`config.mk`:
```
export PLATFORM = sky130hd
export DESIGN_NAME = axi4_lite_manager
export DESIGN_NICKNAME = d
export VERILOG_FILES = /design/src/rtl/axi4_lite_pkg.sv /design/src/rtl/axi4_lite_manager.sv
export SDC_FILE = /design/constraint.sdc
export NUM_CORES = 1
export LEC_CHECK = 0
export ABC_CLOCK_PERIOD_IN_PS = 1800
export BUFFER_PORTS_ARGS = -buffer_cell sky130_fd_sc_hd__buf_2
export CORE_MARGIN = 3
export CORE_UTILIZATION = 46
export CTS_BUF_LIST = sky130_fd_sc_hd__clkbuf_4 sky130_fd_sc_hd__clkbuf_8
export CTS_CLUSTER_DIAMETER = 120
export DETAILED_ROUTE_END_ITERATION = 7
export PLACE_DENSITY = 0.8
export SETUP_SLACK_MARGIN = 0.02
export SLEW_MARGIN = 40
export SYNTH_ARGS = -nofsm -noshare
export SYNTH_HDL_FRONTEND = slang
export SYNTH_SLANG_ARGS = --single-unit
```
`constraint.sdc`:
```
create_clock -name aclk -period 1.8 [get_ports aclk]
set_input_delay 0.36 -clock aclk [delete_from_list [all_inputs] [get_ports aclk]]
set_output_delay 0.36 -clock aclk [all_outputs]
set_load 0.03 [all_outputs]
```
`src/rtl/axi4_lite_pkg.sv`:
```
// Shared types for the AXI4-Lite manager: response codes, FSM states and
// the byte-lane helper used by the alignment check.
package axi4_lite_pkg;

    typedef enum logic [1:0] {
        OKAY   = 2'b00,
        EXOKAY = 2'b01,
        SLVERR = 2'b10,
        DECERR = 2'b11
    } resp_t;

    typedef enum logic [2:0] {
        IDLE,
        WR,
        WR_RESP,
        RD_ADDR,
        RD_DATA,
        RSP
    } mgr_state_t;

    // Number of address LSBs that select a byte lane within one data beat.
    function automatic int addr_lsb_width(input int data_width);
        return $clog2(data_width / 8);
    endfunction

endpackage

```
`src/rtl/axi4_lite_manager.sv`:
```
// Command-stream to AXI4-Lite manager. One transaction in flight; every
// output comes straight from a flop.
//
// state   | meaning
// --------+-------------------------------------------------------------
// IDLE    | cmd_ready high, waiting for a command
// WR      | awvalid/wvalid issued, each dropped after its own handshake
// WR_RESP | bready high, waiting for the write response
// RD_ADDR | arvalid held until arready
// RD_DATA | rready high, waiting for read data
// RSP     | rsp_valid high, rsp_* held until rsp_ready
module axi4_lite_manager
    import axi4_lite_pkg::*;
#(
    parameter int DATA_WIDTH = 32,
    parameter int ADDR_WIDTH = 32
) (
    input  logic                  aclk,
    input  logic                  aresetn,
    input  logic                  cmd_valid,
    output logic                  cmd_ready,
    input  logic                  cmd_write,
    input  logic [ADDR_WIDTH-1:0] cmd_addr,
    input  logic [DATA_WIDTH-1:0] cmd_wdata,
    output logic                  rsp_valid,
    input  logic                  rsp_ready,
    output logic                  rsp_write,
    output logic [DATA_WIDTH-1:0] rsp_rdata,
    output logic [1:0]            rsp_resp,
    output logic [ADDR_WIDTH-1:0] m_axi_awaddr,
    output logic                  m_axi_awvalid,
    input  logic                  m_axi_awready,
    output logic [DATA_WIDTH-1:0] m_axi_wdata,
    output logic                  m_axi_wvalid,
    input  logic                  m_axi_wready,
    input  logic [1:0]            m_axi_bresp,
    input  logic                  m_axi_bvalid,
    output logic                  m_axi_bready,
    output logic [ADDR_WIDTH-1:0] m_axi_araddr,
    output logic                  m_axi_arvalid,
    input  logic                  m_axi_arready,
    input  logic [DATA_WIDTH-1:0] m_axi_rdata,
    input  logic [1:0]            m_axi_rresp,
    input  logic                  m_axi_rvalid,
    output logic                  m_axi_rready
);

    localparam int ADDR_LSB = addr_lsb_width(DATA_WIDTH);
    localparam logic [ADDR_WIDTH-1:0] LSB_MASK = ADDR_WIDTH'((64'd1 << ADDR_LSB) - 64'd1);

    mgr_state_t state_q, state_d;
    logic aw_done_q, aw_done_d;
    logic w_done_q, w_done_d;

    logic cmd_ready_d, awvalid_d, wvalid_d, bready_d, arvalid_d, rready_d, rsp_valid_d;

    logic [ADDR_WIDTH-1:0] addr_q;
    logic [DATA_WIDTH-1:0] wdata_q;
    logic                  write_q;

    logic cmd_hs, aw_hs, w_hs, b_hs, ar_hs, r_hs, rsp_hs;
    logic misaligned;

    assign cmd_hs  = cmd_valid & cmd_ready;
    assign aw_hs   = m_axi_awvalid & m_axi_awready;
    assign w_hs    = m_axi_wvalid & m_axi_wready;
    assign b_hs    = m_axi_bvalid & m_axi_bready;
    assign ar_hs   = m_axi_arvalid & m_axi_arready;
    assign r_hs    = m_axi_rvalid & m_axi_rready;
    assign rsp_hs  = rsp_valid & rsp_ready;

    assign misaligned = (cmd_addr & LSB_MASK) != '0;

    // Both address channels share the captured command address.
    assign m_axi_awaddr = addr_q;
    assign m_axi_araddr = addr_q;
    assign m_axi_wdata  = wdata_q;
    assign rsp_write    = write_q;

    // State, per-channel done flags and registered handshake outputs.
    always_ff @(posedge aclk or negedge aresetn) begin
        if (!aresetn) begin
            state_q       <= IDLE;
            aw_done_q     <= 1'b0;
            w_done_q      <= 1'b0;
            cmd_ready     <= 1'b1;
            m_axi_awvalid <= 1'b0;
            m_axi_wvalid  <= 1'b0;
            m_axi_bready  <= 1'b0;
            m_axi_arvalid <= 1'b0;
            m_axi_rready  <= 1'b0;
            rsp_valid     <= 1'b0;
        end else begin
            state_q       <= state_d;
            aw_done_q     <= aw_done_d;
            w_done_q      <= w_done_d;
            cmd_ready     <= cmd_ready_d;
            m_axi_awvalid <= awvalid_d;
            m_axi_wvalid  <= wvalid_d;
            m_axi_bready  <= bready_d;
            m_axi_arvalid <= arvalid_d;
            m_axi_rready  <= rready_d;
            rsp_valid     <= rsp_valid_d;
        end
    end

    // Next state, then output values derived from where the FSM is heading
    // so that every output is available straight from a flop.
    always_comb begin
        state_d   = state_q;
        aw_done_d = aw_done_q;
        w_done_d  = w_done_q;

        case (state_q)
            IDLE: begin
                if (cmd_hs) begin
                    if (misaligned) begin
                        state_d = RSP;
                    end else if (cmd_write) begin
                        state_d   = WR;
                        aw_done_d = 1'b0;
                        w_done_d  = 1'b0;
                    end else begin
                        state_d = RD_ADDR;
                    end
                end
            end
            WR: begin
                if (aw_hs) aw_done_d = 1'b1;
                if (w_hs)  w_done_d  = 1'b1;
                if (aw_done_d && w_done_d) state_d = WR_RESP;
            end
            WR_RESP: if (b_hs)   state_d = RSP;
            RD_ADDR: if (ar_hs)  state_d = RD_DATA;
            RD_DATA: if (r_hs)   state_d = RSP;
            RSP:     if (rsp_hs) state_d = IDLE;
            default: state_d = IDLE;
        endcase

        cmd_ready_d = (state_d == IDLE);
        awvalid_d   = (state_d == WR) && !aw_done_d;
        wvalid_d    = (state_d == WR) && !w_done_d;
        bready_d    = (state_d == WR_RESP);
        arvalid_d   = (state_d == RD_ADDR);
        rready_d    = (state_d == RD_DATA);
        rsp_valid_d = (state_d == RSP);
    end

    // Command capture and response datapath; rdata stays zero for writes
    // and rejects because it is cleared on every accepted command.
    always_ff @(posedge aclk or negedge aresetn) begin
        if (!aresetn) begin
            addr_q    <= '0;
            wdata_q   <= '0;
            write_q   <= 1'b0;
            rsp_rdata <= '0;
            rsp_resp  <= OKAY;
        end else begin
            if (cmd_hs) begin
                addr_q    <= cmd_addr;
                wdata_q   <= cmd_wdata;
                write_q   <= cmd_write;
                rsp_rdata <= '0;
                rsp_resp  <= misaligned ? SLVERR : OKAY;
            end
            if (b_hs) begin
                rsp_resp <= m_axi_bresp;
            end
            if (r_hs) begin
                rsp_rdata <= m_axi_rdata;
                rsp_resp  <= m_axi_rresp;
            end
        end
    end

endmodule

```
==> summary.txt <==
GRT Residual Overflow = 0
first-pass GRT wire length = 16500 um
initial antenna violation count = 0
core outline area = 9370 um2
Pwr Total = 12.7 mW
Crit Reg-Reg Endpoint = m_axi_wvalid$_DFF_PN0_
Slew Viols, Final = 0
H-tree depth = 3
Reg area = 2780 um2
Clock Skew = 0.0101 ns
number of post-CTS setup repair buffers = 0
Hold Path Class = input port to register
IO buf count = 247
critical setup path kind = register to register
Die Y = 105 um
Multi-input gate area = 1380 um2
CTS Hold Bufs = 1
Die Footprint = 11000 um2
most common cell after layout, fill and taps aside = buf_2
RSZ-0062 raised after global routing = false
Max Fclk = 647 MHz
Net count, final = 644
clk_lat worst skew = 0.35 ns
diode count = 0
Layout area overhead = 30.9%
slew at the pin with the worst max-slew slack = 0.415 ns
Worst slew margin = 0.720
crit start category = register
Post-Syn Area per Cell = 14.3 um2
Global Route Usage Sum = 0.186
Resized cells post-CTS = 0
largest vdd supply drop = 0.00124 V
setup TNS = 0 ns
Gate Count Post-Synth = 314
Leakage = 3.09 nW
final WL = 10300 um
Antenna Nets Post-Route = 0
DP HPWL = 7990 um
pre-CTS setup slack = 0.184 ns
Initial DRT Pass Iterations = 4
final worst slack = 0.256 ns
max cap viols = 0
Fin. Hold Viols = 0
CTS tree = yes
vias per std cell = 4.89
Min Clock Period, post-route = 1.54 ns
Yosys cell types = 32
Worst Setup End Kind = register
Die W = 105 um
Critical Path End = m_axi_wvalid$_DFF_PN0_
FILL cells = 776
CTS Buffer Depth = 2
initial core utilization = 0.478
vias in the first global route = 3338
root buffer cell = clkbuf_8
Worst Path Max Fanout = 11
Synth Cell Area = 4480 um2
residual DRC count = 0
CP arrival = 1.78 ns
wire per inst = 15.4 um
starting DRC count in detailed routing = 103
Worst Path Required = 2.03 ns
most frequent cells in the layout = buf_2 (246), dfrtp_1 (110), mux2_2 (64)
status = finished, final reports clean
Post-synth EDFFs = 0
I/O Pins = 248
Crit. Startpoint = state_q[1]$_DFF_PN0_
Seq/Total Area, Yosys = 0.620
r2r startpoint = state_q[1]$_DFF_PN0_
# setup viols final = 0
flops & latches, synth = 111
CTS Buf Count = 9
ys async rst share = 1.00
Worst R2R Path Depth = 5
power density cells = 2160 nW/um2
placer congestion estimate = 0.857
cell row count = 35
CTS sink cnt = 111
Final period util = 0.858
hold path cells = 2
via count = 3260
FF-to-FF setup slack = 0.26 ns
Syn Nets = 424
Primary FF master, synth = dfrtp_1
largest net degree at the start of global routing = 43
Synth Warn # = 0
Worst-path clk slew = 0.10 ns
share of cells above drive strength 1 = 0.645
## cell families (layout without fill, tap and decap cells)
group                  after synthesis  after routing  share of synthesized area
AND/OR/NAND/NOR                     36             36                     0.0491
buffers and inverters               52            276                     0.0740
multiplexers                        64             64                      0.161
AO/OA/AOI/OAI                       51             51                     0.0958
flip-flops                         111            111                      0.620
## final cells by class
cell class / instances / share of cell area
clock inverter: 4 / 0.00533
inverter: 5 / 0.00320
tap: 129 / 0.0275
sequential: 111 / 0.474
multi-input combinational: 151 / 0.235
timing repair buffer: 256 / 0.230
clock buffer: 11 / 0.0258
## worst max-delay path, stage by stage (launching register included)
cell	delay, ns
dfrtp_1	0.59
nand4b_1	0.17
a21oi_1	0.07
nor3_1	0.24
nand2_1	0.16
nor3b_2	0.20
## state kept, by name, indices dropped and copies added (netlist names)
name / count
rsp_valid: 1
aw_done_q: 1
m_axi_rready: 1
m_axi_wvalid: 1
m_axi_bready: 1
rsp_write: 1
w_done_q: 1
rsp_resp: 2
state_q: 3
m_axi_araddr: 32
cmd_ready: 1
m_axi_arvalid: 1
rsp_rdata: 32
m_axi_wdata: 32
m_axi_awvalid: 1
## stage by stage
stage	hold slack (ns)	instance area, um2	instances	utilization
final	0.235	5860	667	0.626
after global routing	0.200	5860	667	0.626
after CTS	0.216	5860	667	0.626
after detailed placement	0.323	5670	651	0.605
after global placement	0.324	5670	651	0.605
after floorplan	0.0644	4480	314	-
## routing by layer
layer | global-route usage | vias up | share of wire
li1 | - | 1526 | -
met1 | 0.225 | 1579 | 0.40
met2 | 0.330 | 146 | 0.51
met3 | 0.0513 | 9 | 0.080
met4 | 0.0422 | 0 | 0.0097
met5 | 0 | - | 0
## worst min path at each step
stage                                from                          to  slack [ns]
after floorplan                   aresetn         aw_done_q$_DFF_PN0_        0.06
after global routing         cmd_wdata[1]  m_axi_wdata[1]$_DFFE_PN0P_        0.20
after global placement            aresetn  m_axi_wdata[9]$_DFFE_PN0P_        0.32
after detailed placement          aresetn  m_axi_wdata[9]$_DFFE_PN0P_        0.32
final                     m_axi_rdata[30]   rsp_rdata[30]$_DFFE_PN0P_        0.23
after CTS                 m_axi_rdata[13]   rsp_rdata[13]$_DFFE_PN0P_        0.22
## synthesized netlist by cell type (2+ instances only)
cell type / instances / area share
mux2_2: 64 / 0.16
a31oi_1: 4 / 0.0056
nand4b_1: 2 / 0.0039
o21ai_0: 2 / 0.0022
a21oi_1: 5 / 0.0056
and3_1: 2 / 0.0028
a21oi_2: 2 / 0.0039
nor3b_2: 2 / 0.0056
buf_2: 10 / 0.011
nor2_1: 8 / 0.0067
buf_4: 33 / 0.055
inv_1: 5 / 0.0042
nand3_1: 5 / 0.0056
a22o_1: 32 / 0.063
nand2_1: 9 / 0.0075
dfrtp_1: 110 / 0.61
clkbuf_1: 4 / 0.0034
## power by group
part	internal (mW)	switching, mW
Sequential	3.69	0.733
Combinational	2.27	4.61
Clock	0.575	0.774
(Power assumes the default switching activity.)
